==> config.mk <==
export PLATFORM = sky130hd
export DESIGN_NAME = i2c_seq_controller
export DESIGN_NICKNAME = d
export VERILOG_FILES = /design/src/rtl/i2c_seq_pkg.sv /design/src/rtl/i2c_seq_timer.sv /design/src/rtl/i2c_seq_controller.sv
export SDC_FILE = /design/constraint.sdc
export NUM_CORES = 1
export LEC_CHECK = 0
export ABC_AREA = 0
export CAP_MARGIN = 20
export CORE_ASPECT_RATIO = 1.1
export CORE_MARGIN = 5
export CORE_UTILIZATION = 40
export DETAILED_ROUTE_END_ITERATION = 12
export REMOVE_ABC_BUFFERS = 1
export SETUP_SLACK_MARGIN = 0.02
export SYNTH_ARGS = -nofsm -noshare
export SYNTH_HDL_FRONTEND = slang
export SYNTH_SLANG_ARGS = --single-unit
==> constraint.sdc <==
create_clock -name clk_i -period 8.26 [get_ports clk_i]
set_clock_uncertainty 0.1 [all_clocks]
set_input_delay 1.652 -clock clk_i [delete_from_list [all_inputs] [get_ports clk_i]]
set_output_delay 1.652 -clock clk_i [all_outputs]
set_load 0.1 [all_outputs]
==> src/rtl/i2c_seq_pkg.sv <==
// Shared definitions for the I2C configuration sequencer.
//   op_e    : 2-bit opcode held in the top bits of every ROM word
//   state_e : sequencer FSM states
//   OpW/ArgW: header field widths; the header occupies the top HdrW bits of a ROM word
package i2c_seq_pkg;

  localparam int unsigned OpW  = 2;
  localparam int unsigned ArgW = 6;
  localparam int unsigned HdrW = OpW + ArgW;

  typedef enum logic [OpW-1:0] {
    OP_END   = 2'b00,
    OP_WRITE = 2'b01,
    OP_DELAY = 2'b10,
    OP_ILL   = 2'b11
  } op_e;

  typedef enum logic [3:0] {
    StIdle,
    StFetch,
    StDecode,
    StSend,
    StWait,
    StDelay,
    StNext,
    StDone,
    StError
  } state_e;

  // $clog2 that never returns 0, for sizing vectors that must exist even when degenerate.
  function automatic int unsigned clog2_min1(input int unsigned v);
    return (v <= 1) ? 1 : $clog2(v);
  endfunction

endpackage

==> src/rtl/i2c_seq_timer.sv <==
// Loadable down-counter used by the DELAY command.
//   clk_i, rst_n_i : clock, synchronous active-low reset
//   load_i         : load load_val_i (takes priority over dec_i)
//   load_val_i     : value to load
//   dec_i          : decrement by one; saturates at zero
//   zero_o         : counter currently holds zero
module i2c_seq_timer #(
  parameter int unsigned Width = 16
) (
  input  logic             clk_i,
  input  logic             rst_n_i,
  input  logic             load_i,
  input  logic [Width-1:0] load_val_i,
  input  logic             dec_i,
  output logic             zero_o
);

  logic [Width-1:0] cnt_q, cnt_d;

  always_comb begin
    cnt_d = cnt_q;
    if (load_i) begin
      cnt_d = load_val_i;
    end else if (dec_i && (cnt_q != '0)) begin
      cnt_d = cnt_q - Width'(1);
    end
  end

  always_ff @(posedge clk_i) begin
    if (!rst_n_i) begin
      cnt_q <= '0;
    end else begin
      cnt_q <= cnt_d;
    end
  end

  assign zero_o = (cnt_q == '0);

endmodule

==> src/rtl/i2c_seq_controller.sv <==
// Command-driven I2C configuration sequencer. Walks opcode words from an external synchronous
// ROM (one-cycle read latency) and drives a byte-level I2C engine.
//   clk_i, rst_n_i          : clock, synchronous active-low reset
//   start_1cc_i, seq_sel_i  : start pulse and sequence index (accepted in IDLE/DONE/ERROR)
//   busy_o, done_o, error_o : status; done/error are sticky until the next accepted start
//   err_addr_o              : ROM address of the failing command
//   rom_addr_o, rom_data_i  : ROM read port
//   eng_*                   : engine handshake; nbytes/data held from send until done
module i2c_seq_controller
  import i2c_seq_pkg::*;
#(
  parameter int unsigned NBYTES     = 3,
  parameter int unsigned SEQ_AW     = 6,
  parameter int unsigned NSEQ       = 2,
  parameter int unsigned DELAY_UNIT = 1000,
  parameter int unsigned MAX_RETRY  = 3,
  localparam int unsigned DW   = 8 * NBYTES + 8,
  localparam int unsigned SelW = clog2_min1(NSEQ),
  localparam int unsigned AwRaw = SEQ_AW + ((NSEQ > 1) ? $clog2(NSEQ) : 0),
  localparam int unsigned AW   = (AwRaw >= 1) ? AwRaw : 1,
  localparam int unsigned NbW  = clog2_min1(NBYTES + 1),
  localparam int unsigned PW   = 8 * NBYTES
) (
  input  logic            clk_i,
  input  logic            rst_n_i,
  input  logic            start_1cc_i,
  input  logic [SelW-1:0] seq_sel_i,
  output logic            busy_o,
  output logic            done_o,
  output logic            error_o,
  output logic [AW-1:0]   err_addr_o,
  output logic [AW-1:0]   rom_addr_o,
  input  logic [DW-1:0]   rom_data_i,
  output logic            eng_send_o,
  output logic [NbW-1:0]  eng_nbytes_o,
  output logic [PW-1:0]   eng_data_o,
  input  logic            eng_done_i,
  input  logic            eng_nack_i,
  input  logic            eng_ready_i
);

  localparam int unsigned RtW = clog2_min1(MAX_RETRY + 1);
  // Sized for the largest argument so arg*DELAY_UNIT-1 can never overflow.
  localparam int unsigned TW  = clog2_min1(63 * DELAY_UNIT + 1);

  state_e           state_q, state_d;
  logic [AW-1:0]    addr_q, addr_d;
  logic [AW-1:0]    err_addr_q, err_addr_d;
  logic [RtW-1:0]   retry_q, retry_d;
  logic [NbW-1:0]   nbytes_q, nbytes_d;
  logic [PW-1:0]    data_q, data_d;

  op_e              op;
  logic [ArgW-1:0]  arg;
  logic             write_ok;
  logic             last_in_window;
  logic             timer_load, timer_dec, timer_zero;
  logic [TW-1:0]    timer_load_val;

  assign op  = op_e'(rom_data_i[DW-1 -: OpW]);
  assign arg = rom_data_i[DW-OpW-1 -: ArgW];

  assign write_ok       = (arg != '0) && (32'(arg) <= NBYTES);
  assign timer_load_val = TW'(arg) * TW'(DELAY_UNIT) - TW'(1);
  // Sequences must terminate inside their own window; running off the end is an error.
  assign last_in_window = &addr_q[SEQ_AW-1:0];

  i2c_seq_timer #(
    .Width (TW)
  ) u_timer (
    .clk_i      (clk_i),
    .rst_n_i    (rst_n_i),
    .load_i     (timer_load),
    .load_val_i (timer_load_val),
    .dec_i      (timer_dec),
    .zero_o     (timer_zero)
  );

  always_comb begin
    state_d    = state_q;
    addr_d     = addr_q;
    err_addr_d = err_addr_q;
    retry_d    = retry_q;
    nbytes_d   = nbytes_q;
    data_d     = data_q;
    timer_load = 1'b0;
    timer_dec  = 1'b0;
    eng_send_o = 1'b0;

    unique case (state_q)
      StIdle, StDone, StError: begin
        if (start_1cc_i) begin
          state_d = StFetch;
          addr_d  = AW'({seq_sel_i, {SEQ_AW{1'b0}}});
          retry_d = '0;
        end
      end
      StFetch: state_d = StDecode;
      StDecode: begin
        unique case (op)
          OP_END: state_d = StDone;
          OP_WRITE: begin
            if (write_ok) begin
              nbytes_d = NbW'(arg);
              data_d   = rom_data_i[PW-1:0];
              state_d  = StSend;
            end else begin
              err_addr_d = addr_q;
              state_d    = StError;
            end
          end
          OP_DELAY: begin
            if (arg == '0) begin
              state_d = StNext;
            end else begin
              timer_load = 1'b1;
              state_d    = StDelay;
            end
          end
          OP_ILL: begin
            err_addr_d = addr_q;
            state_d    = StError;
          end
          default: state_d = StError;
        endcase
      end
      StSend: begin
        if (eng_ready_i) begin
          eng_send_o = 1'b1;
          state_d    = StWait;
        end
      end
      StWait: begin
        if (eng_done_i) begin
          if (!eng_nack_i) begin
            retry_d = '0;
            state_d = StNext;
          end else if (retry_q < RtW'(MAX_RETRY)) begin
            retry_d = retry_q + RtW'(1);
            state_d = StSend;
          end else begin
            err_addr_d = addr_q;
            state_d    = StError;
          end
        end
      end
      StDelay: begin
        if (timer_zero) begin
          state_d = StNext;
        end else begin
          timer_dec = 1'b1;
        end
      end
      StNext: begin
        if (last_in_window) begin
          err_addr_d = addr_q;
          state_d    = StError;
        end else begin
          addr_d  = addr_q + AW'(1);
          state_d = StFetch;
        end
      end
      default: state_d = StIdle;
    endcase
  end

  always_ff @(posedge clk_i) begin
    if (!rst_n_i) begin
      state_q    <= StIdle;
      addr_q     <= '0;
      err_addr_q <= '0;
      retry_q    <= '0;
      nbytes_q   <= '0;
      data_q     <= '0;
    end else begin
      state_q    <= state_d;
      addr_q     <= addr_d;
      err_addr_q <= err_addr_d;
      retry_q    <= retry_d;
      nbytes_q   <= nbytes_d;
      data_q     <= data_d;
    end
  end

  assign busy_o       = !((state_q == StIdle) || (state_q == StDone) || (state_q == StError));
  assign done_o       = (state_q == StDone);
  assign error_o      = (state_q == StError);
  assign err_addr_o   = err_addr_q;
  assign rom_addr_o   = addr_q;
  assign eng_nbytes_o = nbytes_q;
  assign eng_data_o   = data_q;

endmodule

; ---- Yosys cells after proc, flatten, opt, wreduce, memory -nomap -nowiden
; Index checks and enable logic that the tools add are counted.
; Widths: inputs -> output; s select.
[word_totals]
reg_bits = 62
inputBits = 39
out_inout_bits = 44
[op_classes]
add_sub_neg = 4
n_mul = 1
magnitude_cmp = 2
eq_ne = 22
muxes = 35
reduce_logical = 22
[ops]
columns = cell, n
row1 = $mux 7, 7
row2 = $mux 16, 2
row3 = $mux 4, 8
row4 = $sub 16x1->16 const B, 2
row5 = $pmux 4 s7, 1
row6 = $pmux 7 s2, 2
row7 = $pmux 7 s3, 1
row8 = $eq 4x3->1 const B, 4
row9 = $logic_not 16->1, 1
row10 = $ne 2x2->1 const B, 8
row11 = $pmux 4 s4, 1
row12 = $reduce_bool 16->1, 1
row13 = $mul 6x7->13 const B, 1
row14 = $mux 2, 5
row15 = $eq 4x2->1 const B, 2
row16 = $reduce_and 4->1, 2
row17 = $add 7x1->7 const B, 1
row18 = $mux 1, 7
row19 = $reduce_and 7->1, 1
row20 = $le 6x2->1 const B, 1
row21 = $logic_not 6->1, 1
row22 = $ne 3x3->1 const B, 2
row23 = $reduce_and 3->1, 2
row24 = $reduce_and 6->1, 1
row25 = 17 further kinds, 22

; ---- Longest topological paths before layout
; Gate-level depths: netlist of run 1.
[depth]
depth_word = 6
ltp_mapped = 15

; ---- Hierarchy
; Synthesis of run 1 repeated with hierarchy kept, for this count alone.
[hier_totals]
cells_unflattened = 530
area_unflattened_um2 = 4266.6
[modules_own_cells]
columns = mod, n_inst, cells_each, area_each_um2, seq_area_each_um2
row1 = i2c_seq_controller, 1, 416, 3344.5, 920.9
row2 = i2c_seq_timer, 1, 114, 922.1, 320.3

; ---- Worst setup path before layout of run 1
; OpenSTA, ideal clock, no wires.
[synth_timing]
path_kind = input to output
startpoint = input eng_ready_i
endpoint = output eng_send_o
t_arrival_ns = 4.699
required_time_ns = 6.508
path_slack_ns = 1.809
path_stages = 1
cell_sequence = nor4b_1
[synth_between]
elab_chain_len = 2
[synth_lines]
columns = item, line
row1 = start: declaration, i2c_seq_controller.sv:39  ; input logic eng_ready_i
row2 = $mux 1, i2c_seq_controller.sv:128  ; if (eng_ready_i) begin
row3 = $mux 1, i2c_seq_controller.sv:90  ; unique case (state_q)
row4 = end: declaration, i2c_seq_controller.sv:34  ; output logic eng_send_o,
; No other way between the ends.

; ---- Worst setup path after layout of run 1
[layout_timing]
startpoint = input rom_data_i[27]
endpoint = register u_timer.cnt_q[15]
[layout_between]
elab_chain_len = 5
[layout_lines]
columns = item, line
row1 = start: declaration, i2c_seq_controller.sv:33  ; input logic [DW-1:0] rom_data_i,
row2 = branches (longest 5 deep; another with $sub 16x1->16), -
row3 = end signal: assignment, i2c_seq_timer.sv:33  ; cnt_q <= cnt_d;
row4 = end: declaration, i2c_seq_timer.sv:18  ; logic [Width-1:0] cnt_q, cnt_d;
; Several ways; the timed one is not identified.
; A chain may end at the register's enable or synchronous reset.

==> impl_metrics.ini, run 1 <==
[die]
die_h_um = 118
rows = 39
initial_utilization_pct = 40.9
die_w_um = 108
die-area_mm2 = 0.0128
core_area_mm2 = 0.0104
ios = 83

[yosys]
syn_avg_cell_area_um2 = 8.38
synth_edf_count = 0
synthesis.area_mm2 = 0.00426
syn_inst = 508
ys.flop_type = dfxtp_1
synthArstFlopShare_pct = 0
ys.warnings.count = 0
ys_seq_elements = 62
synth_cell_types = 64
synth_seq_area_share_pct = 29.2

[pwr]
combPwrFrac_pct = 42.3
p_sw_share_pct = 39.1
peakVddDrop_uv = 102
leakage_nw = 2.22
power.clock.fraction_pct = 30.6
pwr-share-seq_pct = 27.1
intPower_w = 0.000778
power_switching_w = 0.000500
power.density_mw_per_mm2 = 233

[critical_path]
crit_required_ps = 8410
path_class = input port to flip-flop
worst_ep_arrival_time_ps = 6250
crit_path_end_kind = flip-flop
start_kind = input port
cp_max_fo = 12

[clock_network]
clockRootBuffer = clkbuf_16
cts.sinks = 62
cts_resized = 0
post_cts_buffers = 0
cts_buffers = 9
clk-insertion-delay-late_ps = 330
cts_max_path_buffers = 2
hold_buffers = 0
cts_tree = yes
clk_pin_slew_ps = 50
htreeDepth = 3

[routing]
drtIter0Drc = 123
drc = 0
wire_per_inst_um = 14.8
ant_nets = 0
wl_um = 10700
dr.pass1.iters = 4
vias = 3726
viasPerCell = 5.12

[sta]
hold_viol_final = 0
period_needed_ps = 6100
max_freq_mhz = 164
fin_tns_setup_ps = 0
grt_setup_unrepaired = no
setup_viol = 0
timing.final.crit_share_pct = 73.9
slew_headroom_pct = 31.3
slew_viol_final = 0
tightest_slew_ps = 1030

[finish]
nFillCells = 1014
nets = 661
post-route-cell-area_mm2 = 0.00549
final_cell_mix = clkdlybuf4s50_1, nand2_1, dfxtp_1, inv_1, a21boi_0
diodes = 0
layout-drive-gt1-share_pct = 4.44
area_delta_synth_final_pct = 29.1
final_common_cell = clkdlybuf4s50_1

[placed_design]
hpwl_um = 8220
portBuffers = 82
place_congestion = 0.839
place_area_mm2 = 0.00518

[grt]
overflow = 0
grt_pass1_wl_um = 17800
grt_max_degree = 59
grt_pass1_vias = 3660
track_usage_pct = 17.1
antenna_found_initial = 0

[worst_hold_path]
hp-class = flip-flop to flip-flop

[outcome]
outcome = complete, no violations

[run]
cap_violations = 0
-- state kept, by name (all words and copies together), names as in the netlist --
| name | flops |
|---|---|
| err_addr_o | 7 |
| u_timer.cnt_q | 16 |
| retry_q | 2 |
| eng_nbytes_o | 2 |
| state_q | 4 |
| eng_data_o | 24 |
| rom_addr_o | 7 |
-- path summary, 6_finish.rpt --
| check | to | cells past startpoint | slack (ps) | startpoint |
|---|---|---|---|---|
| worst max-delay path | u_timer.cnt_q[15] | 13 | 2160 | rom_data_i[27] |
| worst min-delay path | eng_data_o[12] | 2 | 360 | eng_data_o[12] |
| worst max register to register | u_timer.cnt_q[15] | 6 | 5550 | state_q[2] |
| worst min register to register | eng_data_o[12] | 2 | 360 | eng_data_o[12] |
-- critical path, cell delays in order --
cell	delay [ps]
clkdlybuf4s50_1	560
fa_1	620
inv_1	100
fa_1	510
fa_1	540
inv_1	40
ha_1	460
nand2b_1	110
a2111oi_0	670
o211ai_1	260
a221oi_1	370
a2111oi_0	160
nor3_1	200
-- routing by layer --
metal	vias up	share of wire [%]	GRT usage, %
met3	25	3.7	2.56
met1	1741	44	20.9
met5	-	0	0
met4	0	2.8	8.05
met2	65	50	29.2
li1	1895	-	-
-- final cells by class --
type	count	area [um^2]	area share (%)
Clock buffer	10	239	4.35
Clock inverter	6	70.1	1.28
Inverter	45	169	3.08
Multi-Input combinational cell	378	2760	50.2
Sequential cell	62	1240	22.6
Tap cell	143	179	3.26
Timing Repair Buffer	84	836	15.2
-- power by group through the flow --
stage | sequential (W) | combinational (W) | clock (W)
after CTS | 0.000346 | 0.000543 | 0.000398
final | 0.000347 | 0.000541 | 0.000390
after global routing | 0.000351 | 0.000597 | 0.000409
after global placement | 0.000352 | 0.000533 | 0
after detailed placement | 0.000353 | 0.000540 | 0
after floorplan | 0.000371 | 0.000393 | 0
-- synth_stat cells, types with 3 or more instances --
cell type / instances / area [um^2]
nand3_1: 8 / 40.0
o21ai_0: 10 / 50.1
and3_1: 6 / 37.5
ha_1: 29 / 363
a221oi_1: 3 / 26.3
nand4b_1: 3 / 26.3
or3_1: 3 / 18.8
clkbuf_1: 21 / 78.8
nand2_1: 77 / 289
o2111a_1: 3 / 33.8
a21o_1: 5 / 37.5
a21oi_1: 19 / 95.1
a21boi_1: 3 / 22.5
o211a_1: 4 / 40.0
inv_1: 45 / 169
nor3b_1: 5 / 37.5
xor2_1: 17 / 149
nand2b_1: 6 / 37.5
o211ai_1: 4 / 30.0
xnor2_1: 16 / 140
mux2i_1: 12 / 120
nor2b_1: 16 / 100
fa_1: 13 / 260
nor3_1: 9 / 45.0
dfxtp_1: 62 / 1240
a2111oi_0: 4 / 35.0
a21boi_0: 31 / 233
nor2_1: 24 / 90.1
or4_1: 3 / 22.5
nor4_1: 4 / 25.0
-- cell families after synthesis --
group / synth area share [%]
AO/OA/AOI/OAI: 19.0
XOR/XNOR: 6.79
adder cells (fa/ha/maj): 14.6
buffers and inverters: 6.03
flip-flops: 29.2
multiplexers: 3.09
AND/OR/NAND/NOR: 21.3
-- through the flow --
step                      total power [W]  utilization [%]  worst slack [ps]  hold WS (ps)  std cells
after floorplan                  0.000764                -              1810           387        485
final                             0.00128             52.8              2160           357        728
after CTS                         0.00129             52.8              2250           363        728
after detailed placement         0.000893             49.9              1920           355        712
after global routing              0.00136             52.8              1880           381        728
after global placement           0.000885             49.9              2090           349        712
Power figures use the tool's default switching activity.
==> run 2, diff against run 1 <==
- PLACE_DENSITY: default -> 0.67
- clock period: 8.26 -> 4.9 ns (I/O delays scaled with it)
==> run 2 against run 1 <==
Against the previous run: critical endpoint is now u_timer.cnt_q[14]; critical path depth is 3 higher; via count is 6.9% higher; largest power group unchanged; worst hold slack gained 2.4 ps.
==> impl_metrics.ini, run 2 (synthesis gave the netlist of run 1 again) <==
[finish]
final_cell_mix = nand2_1, clkdlybuf4s50_1, dfxtp_1, buf_4, inv_1
diodes = 0
nets = 703
post-route-cell-area_mm2 = 0.00596
nFillCells = 939
seqCellArea_mm2 = 0.00124
largest_reg_flops = 24
final_common_cell = nand2_1
area_delta_synth_final_pct = 40.0
multiInputGateArea_mm2 = 0.00287
layout-drive-gt1-share_pct = 13.6

[pwr]
leakage_nw = 2.52
peakVddDrop_uv = 235
power.density_mw_per_mm2 = 414
finalPower_w = 0.00247
power.clock.fraction_pct = 28.6
pwr-share-seq_pct = 23.7
p_sw_share_pct = 37.8
power_switching_w = 0.000932
combPwrFrac_pct = 47.7
intPower_w = 0.00154

[grt]
overflow = 0
track_usage_pct = 17.8
grt_pass1_wl_um = 18700
grt_max_degree = 29
grt_pass1_vias = 3910
antenna_found_initial = 0

[routing]
drtIter0Drc = 145
dr.pass1.iters = 5
drc = 0
wl_um = 11600
ant_nets = 0
vias = 3982
viasPerCell = 5.17
wire_per_inst_um = 15.0

[die]
rows = 39
die-area_mm2 = 0.0128
die_h_um = 118
initial_utilization_pct = 40.9
core_area_mm2 = 0.0104
die_w_um = 108
ios = 83

[clock_network]
cts.sinks = 62
cts_tree = yes
clk-insertion-delay-late_ps = 330
cts_buffers = 9
clockRootBuffer = clkbuf_16
cts_max_path_buffers = 2
htreeDepth = 3
clk_pin_slew_ps = 60

[sta]
setup_slack_ps = 309
grt_setup_unrepaired = no
period_needed_ps = 4590
hold_viol_final = 0
setup_viol = 0
slew_viol_final = 0
max_freq_mhz = 218
tightest_slew_ps = 1040
slew_headroom_pct = 30.3
timing.final.crit_share_pct = 93.7

[critical_path]
r2r_end = u_timer.cnt_q[11]
r2r_cells = 5
rrSetupSlack_ps = 2180
cp_max_fo = 4
startpoint = rom_data_i[29]
r2r-start = state_q[1]
start_kind = input port
crit_path_end_kind = flip-flop
worst_ep_arrival_time_ps = 4670
crit_required_ps = 4980
cp-endpoint = u_timer.cnt_q[14]
path_class = input port to flip-flop

[placed_design]
dp_worst_setup_slack_ps = -323
place_congestion = 0.897
hpwl_um = 8600
portBuffers = 82
place_area_mm2 = 0.00549

[outcome]
outcome = complete, no violations

[worst_hold_path]
hp-class = flip-flop to flip-flop

[run]
cap_violations = 0
-- run 2: metrics by stage --
stage | hold WS, ps | utilization (%) | std cells | TNS (ps)
2_1_floorplan | 387 | - | 485 | -207
3_3_place_gp | 348 | 52.8 | 753 | -674
3_5_place_dp | 355 | 52.8 | 753 | -1170
4_1_cts | 364 | 56.1 | 769 | 0
5_1_grt | 385 | 57.3 | 770 | 0
6_report | 360 | 57.3 | 770 | 0
-- run 2: how the worst min path moves through the flow --
| stage | startpoint | end | slack, ps | depth (start not counted) |
|---|---|---|---|---|
| after floorplan | retry_q[1] | retry_q[1] | 390 | 2 |
| after global placement | eng_data_o[15] | eng_data_o[15] | 350 | 2 |
| after detailed placement | eng_data_o[11] | eng_data_o[11] | 360 | 2 |
| after CTS | eng_data_o[8] | eng_data_o[8] | 360 | 2 |
| after global routing | eng_data_o[11] | eng_data_o[11] | 390 | 2 |
| final | eng_data_o[11] | eng_data_o[11] | 360 | 2 |
-- run 2: repair_timing --
| item | CTS | global route |
|---|---|---|
| setup endpoints to repair | 1 | 5 |
| gates resized for setup | 2 | 26 |
| pin swaps | 0 | 15 |
| setup buffers | 0 | 1 |
| hold buffers | 0 | 0 |
-- run 2: layer usage --
metal / global-route usage [%] / part of all wire, % / vias to the layer above / wire [um]
li1: - / - / 1982 / -
met1: 21.1 / 41 / 1894 / 4770
met2: 32.6 / 53 / 93 / 6130
met3: 3.44 / 4.5 / 13 / 516
met4: 4.74 / 1.1 / 0 / 132
met5: 0 / 0 / - / 0
-- run 2: power by group through the flow --
stage | combinational (W) | clock [W] | sequential [W]
floorplan | 0.000662 | 0 | 0.000625
detailed placement | 0.00108 | 0 | 0.000595
global placement | 0.00106 | 0 | 0.000593
CTS | 0.00109 | 0.000719 | 0.000584
finish | 0.00118 | 0.000706 | 0.000586
global route | 0.00128 | 0.000744 | 0.000593
-- run 2: final cells by class --
class                           count  share of cell area [%]
Clock buffer                       10                    4.01
Clock inverter                      6                    1.58
Inverter                           45                    2.84
Multi-Input combinational cell    378                    48.2
Sequential cell                    62                    20.8
Tap cell                          143                    3.00
Timing Repair Buffer              126                    19.5
-- run 2: critical path, stage by stage --
cell	delay (ps)
dlymetal6s2s_1	150
fa_1	580
inv_2	50
buf_4	140
fa_1	500
fa_1	540
inv_1	40
ha_1	280
buf_4	150
inv_1	70
o2bb2ai_1	90
o41ai_2	360
xor2_1	340
buf_4	170
xor2_1	130
a21oi_1	80
==> run 3, diff against run 2 <==
- ABC_CLOCK_PERIOD_IN_PS: default -> 4900
==> results of run 3 <==
The final DEF is identical to that of run 2; final timing and power are the same.
==> RTL edit, RTL diff (flow settings as in run 2) <==
The parameter `NBYTES` goes from 3 to 2.
--- a/src/rtl/i2c_seq_controller.sv
+++ b/src/rtl/i2c_seq_controller.sv
@@ -9,7 +9,7 @@
 module i2c_seq_controller
   import i2c_seq_pkg::*;
 #(
-  parameter int unsigned NBYTES     = 3,
+  parameter int unsigned NBYTES     = 2,
   parameter int unsigned SEQ_AW     = 6,
   parameter int unsigned NSEQ       = 2,
   parameter int unsigned DELAY_UNIT = 1000,
Ports: changed (resized eng_data_o and rom_data_i); port bits go from 83 to 67. The function was not compared with the original's and may differ.
==> RTL edit against run 2 <==
  * Routed wire length down 23%
  * Sequential cell count down 8
  * Worst setup slack worse by 120 ps
  * First-iteration DRC count up 43%
  * Synthesized area down 11%
  * Final area down 18%
  * Total power down 22%
  * Sequential power down 7.3%
  * Maximum frequency down 2.5%
==> RTL edit: results (changes against run 2) <==
track_usage_pct: 14.76  # was 17.84%
ys_warn_count: 0  # unchanged
pre_cts_ws_ps: -299.6  # was -323.2 ps
synth-xor-area-share_pct: 7.614  # was 6.792%
io_buffers: 66  # was 82
n_clock_buffer: 5  # was 10
fin_crit_sh_pct: 96.06  # was 93.69%
ys_top_cells_by_count: "nor2_1 (66), dfxtp_1 (54), inv_1 (46)"  # was nand2_1 (77), dfxtp_1 (62), inv_1 (45)
nNonClkBuffers: 99  # was 126
leakage_nw: 2.084  # was 2.518 nW
viasPerCell: 5.143  # was 5.171
yosysSeqAreaShare_pct: 28.48  # was 29.17%
cts.sinks: 54  # was 62
fin_area_um2: 4908  # was 5957 um2
reg2reg_setup_slack_ps: 2000  # was 2180 ps
ir_drop_uv: 178.5  # was 235.1 uV
layout.nets: 615  # was 703
drtIter0Drc: 208  # was 145
num_antenna_cells: 0  # unchanged
r2r_start: "u_timer.cnt_q[4]"  # was state_q[1]
post_dp_cell_area_um2: 4773  # was 5488 um2
synthFlopType: "dfxtp_1"  # unchanged
tightest_slew_ps: 987.3  # was 1042 ps
post-place-cells: 651  # was 753
yosys-mux-area-fraction_pct: 7.647  # was 3.087%
clk_latency_ps: 310  # was 330 ps
status: "finished, final reports clean"  # unchanged
clk_pin_slew_ps: 100  # was 60 ps
inverters: 47  # was 45
synth_cell_type_count: 51  # was 64
rr_worst_depth: 6  # was 5
postSynthCellCount: 455  # was 508
grt_max_degree: 36  # was 29
grt_pass1_vias: 3157  # was 3910
ctsRootBufferMaster: "clkbuf_8"  # was clkbuf_16
drive_gt1_share_pct: 10.33  # was 13.56%
synthTopCellsByArea: "dfxtp_1 (28%), ha_1 (9.9%), mux2i_1 (7.6%)"  # was dfxtp_1 (29%), ha_1 (8.5%), nand2_1 (6.8%)
synth_compound_area_share_pct: 13.15  # was 19.02%
htreeDepth: 2  # was 3
crit_start: "rom_data_i[19]"  # was rom_data_i[29]
coreArea_um2: 9305  # was 10390 um2
hp-class: "flip-flop to flip-flop"  # unchanged
layoutNonFillerInstCount: 659  # was 770
cts.path.max_buffers: 2  # unchanged
multi_input_area_share_pct: 50.96  # was 48.20%
fillers: 872  # was 939
dp_hpwl_um: 6919  # was 8597 um
crit_fanout: 6  # was 4
worstPathArrival_ps: 4810  # was 4670 ps
drt-total-wl_um: 8837  # was 11550 um
seq_share_pct: 22.02  # was 20.84%
place_congestion: 0.8407  # was 0.8968
clock_area_share_pct: 1.988  # was 5.587%
synthAdderAreaFrac_pct: 16.74  # was 14.64%
reg2reg_to: "state_q[0]"  # was u_timer.cnt_q[11]
num-multi-input-gates: 334  # was 378
p_int_mw: 1.062  # was 1.535 mW
firstDrtPassIters: 4  # was 5
layout.nonclk_buf_share_pct: 18.46  # was 19.53%
grt_pass1_wl_um: 14260  # was 18660 um
RTL edit: worst min-delay path by stage:
stage | endpoint | slack [ps] | depth (start not counted) | start
6_report | retry_q[0] | 380 | 2 | retry_q[0]
3_3_place_gp | retry_q[0] | 350 | 2 | retry_q[0]
4_1_cts | retry_q[0] | 390 | 2 | retry_q[0]
2_1_floorplan | retry_q[0] | 340 | 2 | retry_q[0]
5_1_grt | retry_q[0] | 410 | 2 | retry_q[0]
3_5_place_dp | retry_q[0] | 370 | 2 | retry_q[0]
RTL edit: layer usage:
layer | GRT usage (%) | vias up | part of all wire (%)
li1 | - | 1727 | -
met1 | 18.69 | 1567 | 44
met2 | 25.63 | 83 | 48
met3 | 2.237 | 12 | 6.2
met4 | 4.145 | 0 | 1.5
met5 | 0 | - | 0
RTL edit: worst max-delay path: stages:
cell	delay, ps
clkdlybuf4s50_1	450
fa_1	580
inv_1	110
fa_1	520
fa_1	540
inv_1	40
ha_2	360
nand2_1	100
o31ai_1	280
o21ai_1	130
o221ai_2	240
nand3b_1	120
xnor2_1	150
o211a_1	210
RTL edit: power groups by stage:
| stage | logic (mW) | registers, mW | clock network, mW |
|---|---|---|---|
| 2_1_floorplan | 0.727 | 0.584 | 0 |
| 3_3_place_gp | 1.06 | 0.551 | 0 |
| 3_5_place_dp | 1.08 | 0.552 | 0 |
| 4_1_cts | 1.09 | 0.542 | 0.272 |
| 5_1_grt | 1.23 | 0.552 | 0.290 |
| 6_report | 1.12 | 0.543 | 0.260 |
RTL edit: what timing repair did:
| action | in CTS | in global routing |
|---|---|---|
| hold endpoints to repair | 0 | 0 |
| hold buffers | 0 | 0 |
| buffers inserted | 0 | 0 |
| endpoints found under the setup margin | 0 | 4 |
| resized for setup | 0 | 11 |
